<file path="config.mk">
export PLATFORM = sky130hd
export DESIGN_NAME = spi_burst_memory
export DESIGN_NICKNAME = d
export VERILOG_FILES = /design/src/rtl/spi_burst_memory.sv
export SDC_FILE = /design/constraint.sdc
export NUM_CORES = 1
export LEC_CHECK = 0
export ABC_AREA = 1
export BUFFER_PORTS_ARGS = -buffer_cell sky130_fd_sc_hd__buf_2
export CORE_ASPECT_RATIO = 0.7
export CORE_MARGIN = 4
export CORE_UTILIZATION = 50
export DETAILED_ROUTE_END_ITERATION = 16
export MAX_ROUTING_LAYER = met4
export PLACE_DENSITY_LB_ADDON = 0.25
export SLEW_MARGIN = 25
export SYNTH_ARGS = -nofsm -noshare
export SYNTH_HDL_FRONTEND = slang
export SYNTH_SLANG_ARGS = --single-unit
</file>
<file path="constraint.sdc">
create_clock -name clk -period 3.55 [get_ports clk]
set_input_delay 0.5325 -clock clk [delete_from_list [all_inputs] [get_ports clk]]
set_output_delay 0.5325 -clock clk [all_outputs]
set_load 0.01 [all_outputs]
</file>
<file path="src/rtl/spi_burst_memory.sv">
// rtl/spi_burst_memory.sv - SPI mode-0 slave fronting a word-addressed memory
//
// Purpose: a frame (cs low) carries ADDR_W address bits, one R/W bit (1 = read)
// and then data words, MSB first. All SPI pins are synchronised into clk and
// the SPI clock edges are detected as single-cycle events.
// Optional feature macro: SPI_MEM_BURST_EN. When it is defined, each frame
// carries unlimited words with an auto-incrementing address. When it is not
// defined, each frame carries a single word and then sits in HOLD.
//
// Ports:
//   clk        system clock
//   rst_n      asynchronous active-low reset
//   sclk_pin   SPI clock (asynchronous)
//   cs_pin     SPI chip select, active-low (asynchronous)
//   mosi_pin   SPI master-out data (asynchronous)
//   miso_pin   SPI master-in data, forced 0 while miso_oe is low
//   miso_oe    high while a read word is being driven
//   busy       high while a frame is in progress
//   word_count data words completed in the current frame, saturating at 255
module spi_burst_memory #(
  parameter int ADDR_W = 7,
  parameter int DATA_W = 8
) (
  input  logic       clk,
  input  logic       rst_n,
  input  logic       sclk_pin,
  input  logic       cs_pin,
  input  logic       mosi_pin,
  output logic       miso_pin,
  output logic       miso_oe,
  output logic       busy,
  output logic [7:0] word_count
);

`ifdef SPI_MEM_BURST_EN
  localparam bit BURST = 1'b1;
`else
  localparam bit BURST = 1'b0;
`endif

  localparam int CNT_W = $clog2(ADDR_W + DATA_W + 1);

  typedef enum logic [2:0] {ST_IDLE, ST_CMD, ST_WRITE, ST_READ, ST_HOLD} state_t;

  state_t              r_state, w_next;
  logic                r_sclk_s1, r_sclk_s2, r_sclk_s3;
  logic                r_cs_s1, r_cs_s2, r_cs_s3;
  logic                r_mosi_s1, r_mosi_s2;
  logic [ADDR_W-1:0]   r_addr;
  logic [DATA_W-1:0]   r_shift;
  logic [CNT_W-1:0]    r_cnt;
  logic [7:0]          r_word_count;
  logic                r_load;
  logic                r_wr_pend;
  logic                r_miso;
  logic                r_oe;
  logic [DATA_W-1:0]   r_mem [2**ADDR_W];

  logic                w_sclk_rise, w_sclk_fall, w_cs_rise, w_cs_fall;
  logic                w_last_addr, w_last_data, w_rd_done;
  logic [7:0]          w_wc_inc;

  assign w_sclk_rise = r_sclk_s2 & ~r_sclk_s3;
  assign w_sclk_fall = ~r_sclk_s2 & r_sclk_s3;
  assign w_cs_rise   = r_cs_s2 & ~r_cs_s3;
  assign w_cs_fall   = ~r_cs_s2 & r_cs_s3;
  assign w_last_addr = (r_cnt == CNT_W'(ADDR_W));
  assign w_last_data = (r_cnt == CNT_W'(DATA_W - 1));
  // cs rising in the same cycle as the last read bit wins, so the word does not count
  assign w_rd_done   = (r_state == ST_READ) & w_sclk_rise & w_last_data & ~w_cs_rise;
  assign w_wc_inc    = (r_word_count == 8'hFF) ? 8'hFF : r_word_count + 8'd1;

  // Synchronisers; the third sclk/cs stage exists only for edge detection
  always_ff @(posedge clk or negedge rst_n) begin
    if (!rst_n) begin
      r_sclk_s1 <= 1'b0; r_sclk_s2 <= 1'b0; r_sclk_s3 <= 1'b0;
      r_cs_s1   <= 1'b1; r_cs_s2   <= 1'b1; r_cs_s3   <= 1'b1;
      r_mosi_s1 <= 1'b0; r_mosi_s2 <= 1'b0;
    end else begin
      r_sclk_s1 <= sclk_pin;  r_sclk_s2 <= r_sclk_s1; r_sclk_s3 <= r_sclk_s2;
      r_cs_s1   <= cs_pin;    r_cs_s2   <= r_cs_s1;   r_cs_s3   <= r_cs_s2;
      r_mosi_s1 <= mosi_pin;  r_mosi_s2 <= r_mosi_s1;
    end
  end

  // State register
  always_ff @(posedge clk or negedge rst_n) begin
    if (!rst_n) r_state <= ST_IDLE;
    else        r_state <= w_next;
  end

  // Next-state logic; cs rising overrides everything
  always_comb begin
    w_next = r_state;
    if (w_cs_rise) begin
      w_next = ST_IDLE;
    end else begin
      case (r_state)
        ST_IDLE:  if (w_cs_fall) w_next = ST_CMD;
        ST_CMD:   if (w_sclk_rise && w_last_addr) w_next = r_mosi_s2 ? ST_READ : ST_WRITE;
        ST_WRITE: if (r_wr_pend && !BURST) w_next = ST_HOLD;
        ST_READ:  if (w_rd_done && !BURST) w_next = ST_HOLD;
        ST_HOLD:  w_next = ST_HOLD;
        default:  w_next = ST_IDLE;
      endcase
    end
  end

  // Outputs
  always_comb begin
    busy       = (r_state != ST_IDLE);
    miso_oe    = r_oe & (r_state == ST_READ);
    miso_pin   = r_oe & (r_state == ST_READ) & r_miso;
    word_count = r_word_count;
  end

  // Datapath
  always_ff @(posedge clk or negedge rst_n) begin
    if (!rst_n) begin
      r_addr       <= '0;
      r_shift      <= '0;
      r_cnt        <= '0;
      r_word_count <= 8'd0;
      r_load       <= 1'b0;
      r_wr_pend    <= 1'b0;
      r_miso       <= 1'b0;
      r_oe         <= 1'b0;
    end else begin
      r_wr_pend <= 1'b0;
      // A completed write word is committed one cycle after its last bit
      if (r_wr_pend) begin
        r_word_count <= w_wc_inc;
        if (BURST) r_addr <= r_addr + ADDR_W'(1);
      end
      if (w_cs_rise) begin
        r_cnt  <= '0;
        r_load <= 1'b0;
        r_oe   <= 1'b0;
        r_miso <= 1'b0;
      end else begin
        case (r_state)
          ST_IDLE: begin
            if (w_cs_fall) begin
              r_word_count <= 8'd0;
              r_cnt        <= '0;
              r_addr       <= '0;
              r_shift      <= '0;
            end
          end
          ST_CMD: begin
            if (w_sclk_rise) begin
              if (w_last_addr) begin
                r_cnt  <= '0;
                r_load <= r_mosi_s2;
              end else begin
                r_addr <= {r_addr[ADDR_W-2:0], r_mosi_s2};
                r_cnt  <= r_cnt + CNT_W'(1);
              end
            end
          end
          ST_WRITE: begin
            if (w_sclk_rise) begin
              r_shift <= {r_shift[DATA_W-2:0], r_mosi_s2};
              if (w_last_data) begin
                r_cnt     <= '0;
                r_wr_pend <= 1'b1;
              end else begin
                r_cnt <= r_cnt + CNT_W'(1);
              end
            end
          end
          ST_READ: begin
            if (r_load) begin
              r_shift <= r_mem[r_addr];
              r_load  <= 1'b0;
            end else if (w_sclk_fall) begin
              r_miso  <= r_shift[DATA_W-1];
              r_shift <= {r_shift[DATA_W-2:0], 1'b0};
              r_oe    <= 1'b1;
            end
            if (w_sclk_rise) begin
              if (w_last_data) begin
                r_cnt        <= '0;
                r_word_count <= w_wc_inc;
                if (BURST) begin
                  r_addr <= r_addr + ADDR_W'(1);
                  r_load <= 1'b1;
                end else begin
                  r_oe   <= 1'b0;
                  r_miso <= 1'b0;
                end
              end else begin
                r_cnt <= r_cnt + CNT_W'(1);
              end
            end
          end
          default: begin
            r_oe   <= 1'b0;
            r_miso <= 1'b0;
          end
        endcase
      end
    end
  end

  // Memory is deliberately not reset
  always_ff @(posedge clk) begin
    if (r_wr_pend) r_mem[r_addr] <= r_shift;
  end

endmodule

</file>
==> run metrics, run 1 <==
run status complete, no violations; worst stage delay on the critical path 0.67 ns; WL per Instance 20.66 µm; max-capacitance violation count 0; NetSw 12.51 mW; R2R setup slack between 0.15 and 0.2 ns; Sw Share 34.19%; Detailed Place HPWL 70780 µm; die width 368.9 µm; register area share after synthesis 69.78%; CP bufs+invs 3; Worst Max-Slew Pin Slew 1.006 ns; CP max FO approximately 40; Hold Crit Class reg -> reg; Pwr Density 716.7 mW/mm²; Root Buffer clkbuf_16; ys async rst share 3.940%; Std-Cell Rows 92; VDD IR max 600.3 µV; Critical Path Most Common Cell nand2_1; R2R Path End r_shift[4]; P_leak 20.39 nW; sequential power share 46.0%; Clk pin slew, worst setup/hold paths 0.07 ns; kind of end point of the critical path flip-flop; WP data required 4.14 ns; WS Path Type reg -> reg; # fillers 7552; Mapped Cells 4258; clock share of power 29.3%; top_reg_cell synth edfxtp_1; Distinct cells, synth 35; Max-slew headroom between 30% and 40%; Worst Hold Launch r_sclk_s1; via-per-instance ratio approximately 5.4; Setup TNS 0 ns; R2R depth 16; later-pin clock latency in the skew report approximately 0.70 ns; most frequent cells in the layout nand2_1, edfxtp_1, inv_1; Tcrit/Tclk final 95.09%; max-slew violations 0; final setup fails 0; FF+latch count, synth around 1100; Starting Density 50.50%; GRT overflow 0; vias in the first global route 28514; Syn Area/Cell 10.70 µm²; Total GRT Usage around 25%; drt pass-1 iters 6; Final Hold Fails 0; worst r2r src r_addr[0]; nets 4361; clock tree buffer depth 3; Comb pwr share 24.7%; crit path cell chain inv_8, buf_4, buf_4, nand2_1, nand3_1, nand2_1, nor2_1, nor2_1, nor2_1, nand2_1, nand2_1, nand2_1, nor2_1, nand2_1, nand2_1, a21oi_1; Num Clock Sinks 1066; Top delay family on crit path simple AND/OR/NAND/NOR gates; Net Count, Synth 4267; number of flops mapped to enable cells by yosys 1024; RSZ-0062 raised after global routing false; cts repair resizes 0; Ys Warns 0; CTS buffer count 98; mapped cell area 0.04557 mm²; Hold Path Depth 0; Tmin final 3.376 ns; fraction of layout cells with a size suffix above 1 10.82%; antenna violations before repair 1; first-pass GRT wire length 177200 µm; die area about 0.096 mm²; most common cell after layout, fill and taps aside nand2_1; worst clock skew roughly 0.036 ns; hold slack around 0.36 ns; Area Growth Syn to Fin 12.04%; RePlAce Congestion between 0.8 and 0.9; WP data arrival between 3 and 4 ns; Vias 30304; pin count of the biggest net entering global routing 141; CTS H-Tree Depth 3; Slowest cell on crit path dfrtp_4; Iter 0 DRT Violations 3709; Worst Setup Start Kind flip-flop; Core ar. 0.09025 mm²; Residual DRC 0; Hold EP r_sclk_s2; IO Pins 16; Chip Height 260.6 µm; DRT antenna net count 0; IO buf count 15; Max Fclk 296.2 MHz; Pint 24.08 mW; CTS tree yes; WL final 116900 µm
[per-layer routing]
metal / global-route usage (%) / routed length, µm / vias to the layer above
met5: - / 0 / -
met4: 5.171 / 2193 / 0
met3: 6.255 / 12650 / 163
met2: 34.73 / 48950 / 1371
met1: 37.68 / 53130 / 14579
li1: - / - / 14191
[repair_timing]
item	in CTS	in global routing
hold buffers	4	0
endpoints found under the hold margin	31	0
buffers inserted	0	0
[synth_stat cells, types with 7 or more instances]
master / count / area share, %
a21oi_1: 25 / 0.27
buf_1: 11 / 0.091
buf_2: 119 / 1.3
buf_4: 14 / 0.23
clkbuf_1: 55 / 0.45
dfrtp_1: 39 / 2.1
edfxtp_1: 1024 / 67
inv_1: 525 / 4.3
nand2_1: 1208 / 9.9
nand3_1: 226 / 2.5
nor2_1: 504 / 4.2
o211ai_1: 147 / 2.4
o21ai_0: 139 / 1.5
o21ai_1: 54 / 0.59
or2_1: 7 / 0.096
or2_2: 114 / 1.6
[layout make-up]
class / count / area (µm²) / share of cell area, %
Timing Repair Buffer: 196 / 1644 / 3.220
Multi-Input combinational cell: 2459 / 10820 / 21.19
Inverter: 531 / 2001 / 3.918
Sequential cell: 1066 / 31840 / 62.35
Tap cell: 1222 / 1529 / 2.994
Clock buffer: 121 / 2581 / 5.055
Clock inverter: 64 / 644.4 / 1.262
Antenna cell: 1 / 2.502 / 0.004901
[worst max path at each step]
stage / start / end / cells after the start
after CTS: r_addr[0] / r_shift[4] / 16
after floorplan: r_shift[0] / r_mem[0][0] / 0
after global placement: r_addr[0] / r_shift[4] / 16
after global routing: r_addr[0] / r_shift[3] / 16
final: r_addr[0] / r_shift[4] / 16
after detailed placement: r_addr[0] / r_shift[4] / 16
[registers in the layout, indices dropped and copies added, names as in the netlist, 3 cells and up]
| register | count |
|---|---|
| r_mem | 1024 |
| r_shift | 8 |
| word_count | 8 |
| r_addr | 7 |
| r_cnt | 4 |
| r_state | 3 |
[power by group through the flow]
| stage | Sequential, mW | Combinational, mW | Clock, mW |
|---|---|---|---|
| after floorplan | 17.1 | 5.23 | 0 |
| after global placement | 17.2 | 8.66 | 0 |
| after detailed placement | 17.2 | 8.75 | 0 |
| after CTS | 16.9 | 8.80 | 10.9 |
| after global routing | 16.9 | 9.91 | 11.4 |
| final | 16.8 | 9.03 | 10.7 |
[metrics by stage]
stage | instance area (µm²) | instances | setup WS (ns) | utilization (%) | total power, mW
detailed placement | 47770 | 5469 | 0.3131 | 52.93 | 25.93
finish | 51060 | 5660 | 0.1742 | 56.58 | 36.59
global placement | 47770 | 5469 | 0.2775 | 52.93 | 25.83
global route | 51060 | 5660 | 0.03220 | 56.58 | 38.19
CTS | 51030 | 5658 | 0.3118 | 56.55 | 36.59
floorplan | 45580 | 4258 | 1.268 | - | 22.31
[logic make-up (layout without fill, tap and decap cells)]
group | count (synthesis) | in the layout | synth area share [%]
adder cells (fa/ha/maj) | 4 | 4 | 0.1098
buffers and inverters | 733 | 912 | 6.528
AO/OA/AOI/OAI | 375 | 375 | 4.994
AND/OR/NAND/NOR | 2079 | 2079 | 18.56
other | 0 | 1 | 0
flip-flops | 1066 | 1066 | 69.78
XOR/XNOR | 1 | 1 | 0.01922
Note: power is estimated with default switching activity, not from simulation.
==> run 2, diff against run 1 <==
--- a/config.mk
+++ b/config.mk
@@ -9,7 +9,7 @@
 export BUFFER_PORTS_ARGS = -buffer_cell sky130_fd_sc_hd__buf_2
 export CORE_ASPECT_RATIO = 0.7
 export CORE_MARGIN = 4
-export CORE_UTILIZATION = 50
+export CORE_UTILIZATION = 60
 export DETAILED_ROUTE_END_ITERATION = 16
 export MAX_ROUTING_LAYER = met4
 export PLACE_DENSITY_LB_ADDON = 0.25
==> run 2 against run 1 <==
  * Non-clock buffer count fell by 41
  * Clock power decreased by 4%
  * Critical path depth down 1
  * Routed wire length shrank 3.1%
  * Clock-buffer cell count is 1 higher
  * Core utilization grew 10 points
  * Combinational power hardly changed
  * Design area fell by 1.3%
  * Maximum frequency grew 11%
  * Sequential share of layout area increased by 0.85 points
  * Critical path type unchanged
  * Critical endpoint is now r_shift[7]
  * Largest cell class unchanged
  * Highest routed layer unchanged
==> run metrics, run 2 (synthesis results as in run 1) <==
Multi-input gate area 0.01082 mm² (about the same); die width 337.4 µm (was 368.9 µm); Num Clock Sinks 1066 (unchanged); Vias 30326 (was 30304); WP data arrival 3.64 ns (was 3.97 ns); antenna violations before repair 2 (was 1); Setup TNS 0 ns (unchanged); GRT overflow 0 (unchanged); Max Fclk 327.6 MHz (was 296.2 MHz); Area after DPL 0.04724 mm² (was 0.04777 mm²); Pwr Density 718.1 mW/mm² (was 716.7 mW/mm²); fraction of layout cells with a size suffix above 1 9.886% (was 10.82%); Chip Height 238.6 µm (was 260.6 µm); Area Growth Syn to Fin 10.54% (was 12.04%); Worst Hold Launch r_mosi_s1 (was r_sclk_s1); pin count of the biggest net entering global routing 133 (was 141); IO Pins 16 (unchanged); WP data required 4.13 ns (was 4.14 ns); R2R setup slack 0.50 ns (was 0.17 ns); nets 4320 (was 4361); final instance area 0.05038 mm² (was 0.05106 mm²); Starting Density 60.65% (was 50.50%); most frequent cells in the layout nand2_1, edfxtp_1, inv_1 (unchanged); Max-slew headroom 33.31% (was 32.94%); Tcrit/Tclk final 85.99% (was 95.09%); DRT antenna net count 0 (unchanged); via-per-instance ratio 5.636 (was 5.354); most common cell after layout, fill and taps aside nand2_1 (unchanged); Worst Setup Start Kind flip-flop (unchanged); FF+latch area 0.03184 mm² (unchanged); drt pass-1 iters 7 (was 6); WL per Instance 21.06 µm (was 20.66 µm); cts repair resizes 0 (unchanged); RSZ-0062 raised after global routing false (unchanged); CP max FO 24 (was 41); kind of end point of the critical path flip-flop (unchanged); R2R Path End r_shift[7] (was r_shift[4]); crit path cell chain nand2_4, inv_1, buf_4, nand3_1, nand2_1, nor2_1, nor2_1, nor2_1, nand2_1, nand2_1, nand2_1, nor2_1, nand2_1, nand2_1, a21oi_1 (was inv_8, buf_4, buf_4, nand2_1, nand3_1, nand2_1, nor2_1, nor2_1, nor2_1, nand2_1, nand2_1, nand2_1, nor2_1, nand2_1, nand2_1, a21oi_1); Slowest cell on crit path dfrtp_2 (was dfrtp_4); final setup fails 0 (unchanged); P_leak 20.19 nW (was 20.39 nW); Residual DRC 0 (unchanged); Clk pin slew, worst setup/hold paths 0.06 ns (was 0.07 ns); worst stage delay on the critical path 0.81 ns (was 0.67 ns); worst clock skew 0.02435 ns (was 0.03557 ns); worst r2r src r_addr[1] (was r_addr[0]); CTS tree yes (unchanged); max-capacitance violation count 0 (unchanged); run status complete, no violations (unchanged); first-pass GRT wire length 171400 µm (was 177200 µm); CTS H-Tree Depth 3 (unchanged); # fillers 5476 (was 7552); Core ar. 0.07515 mm² (was 0.09025 mm²); die area 0.08050 mm² (was 0.09612 mm²); Final Hold Fails 0 (unchanged); WS Path Type reg -> reg (unchanged); CTS buffer count 98 (unchanged); Hold EP r_mosi_s2 (was r_sclk_s2); vias in the first global route 28096 (was 28514); Detailed Place HPWL 68750 µm (was 70780 µm); hold slack 0.3510 ns (was 0.3561 ns); IO buf count 15 (unchanged); later-pin clock latency in the skew report 0.66 ns (was 0.70 ns); max FFs per register 1024 (unchanged); Worst Max-Slew Pin Slew 1.000 ns (was 1.006 ns); WL final 113300 µm (was 116900 µm); Largest Register r_mem (unchanged); Root Buffer clkbuf_16 (unchanged); Hold Path Depth 0 (unchanged); RePlAce Congestion 0.9010 (was 0.8779); Total GRT Usage 29.11% (was 25.09%); Tmin final 3.053 ns (was 3.376 ns); Std-Cell Rows 84 (was 92); max-slew violations 0 (unchanged); VDD IR max 642.7 µV (was 600.3 µV); clock tree buffer depth 3 (unchanged); Hold Crit Class reg -> reg (unchanged); R2R depth 15 (was 16); Critical Path Most Common Cell nand2_1 (unchanged); Iter 0 DRT Violations 4185 (was 3709); final core utilization 67.04% (was 56.58%); Tot Pwr 36.18 mW (was 36.59 mW)
## run 2: critical path: cells and delay by family (launching register included)
| family | cells | cell delay, ns |
|---|---|---|
| simple gates | 12 | 1.31 |
| flops | 1 | 0.81 |
| buf+inv | 2 | 0.73 |
| compound gates | 1 | 0.11 |
## run 2: per-layer routing
layer | vias to the layer above | part of all wire [%] | track usage, %
met4 | 0 | 2.5 | 7.500
met2 | 1643 | 42 | 39.77
li1 | 14105 | - | -
met5 | - | 0 | -
met1 | 14378 | 43 | 44.93
met3 | 200 | 12 | 6.013
## run 2: worst max-delay path by stage
stage	from	endpoint	cells after the start
2_1_floorplan	r_shift[0]	r_mem[0][0]	0
3_3_place_gp	r_addr[0]	r_shift[7]	16
3_5_place_dp	r_addr[1]	r_mem[70][3]	6
4_1_cts	r_addr[1]	r_shift[7]	15
5_1_grt	r_addr[1]	r_shift[2]	14
6_report	r_addr[1]	r_shift[7]	15
## run 2: repair_timing
action	in CTS	in global routing
setup buffers	0	0
hold buffers	3	1
endpoints found under the hold margin	3	39
## run 2: per-stage QoR
step	std cells	worst slack, ns
2_1_floorplan	4258	1.268
3_3_place_gp	5196	0.6589
3_5_place_dp	5196	0.6219
4_1_cts	5378	0.5885
5_1_grt	5381	0.3932
6_report	5381	0.4973
## run 2: area by class of cell
type	count	share of cell area, %
antenna	2	0.009934
clock buffer	122	5.193
clock inverter	57	0.9462
inverter	531	3.971
multi-input combinational	2459	21.47
sequential	1066	63.20
tap	989	2.456
timing repair buffer	155	2.757
## run 2: power by group
part | leakage (nW) | internal, mW | switching [mW]
Clock | 1.52 | 5.80 | 4.54
Combinational | 8.91 | 2.36 | 6.69
Sequential | 9.76 | 15.7 | 1.08
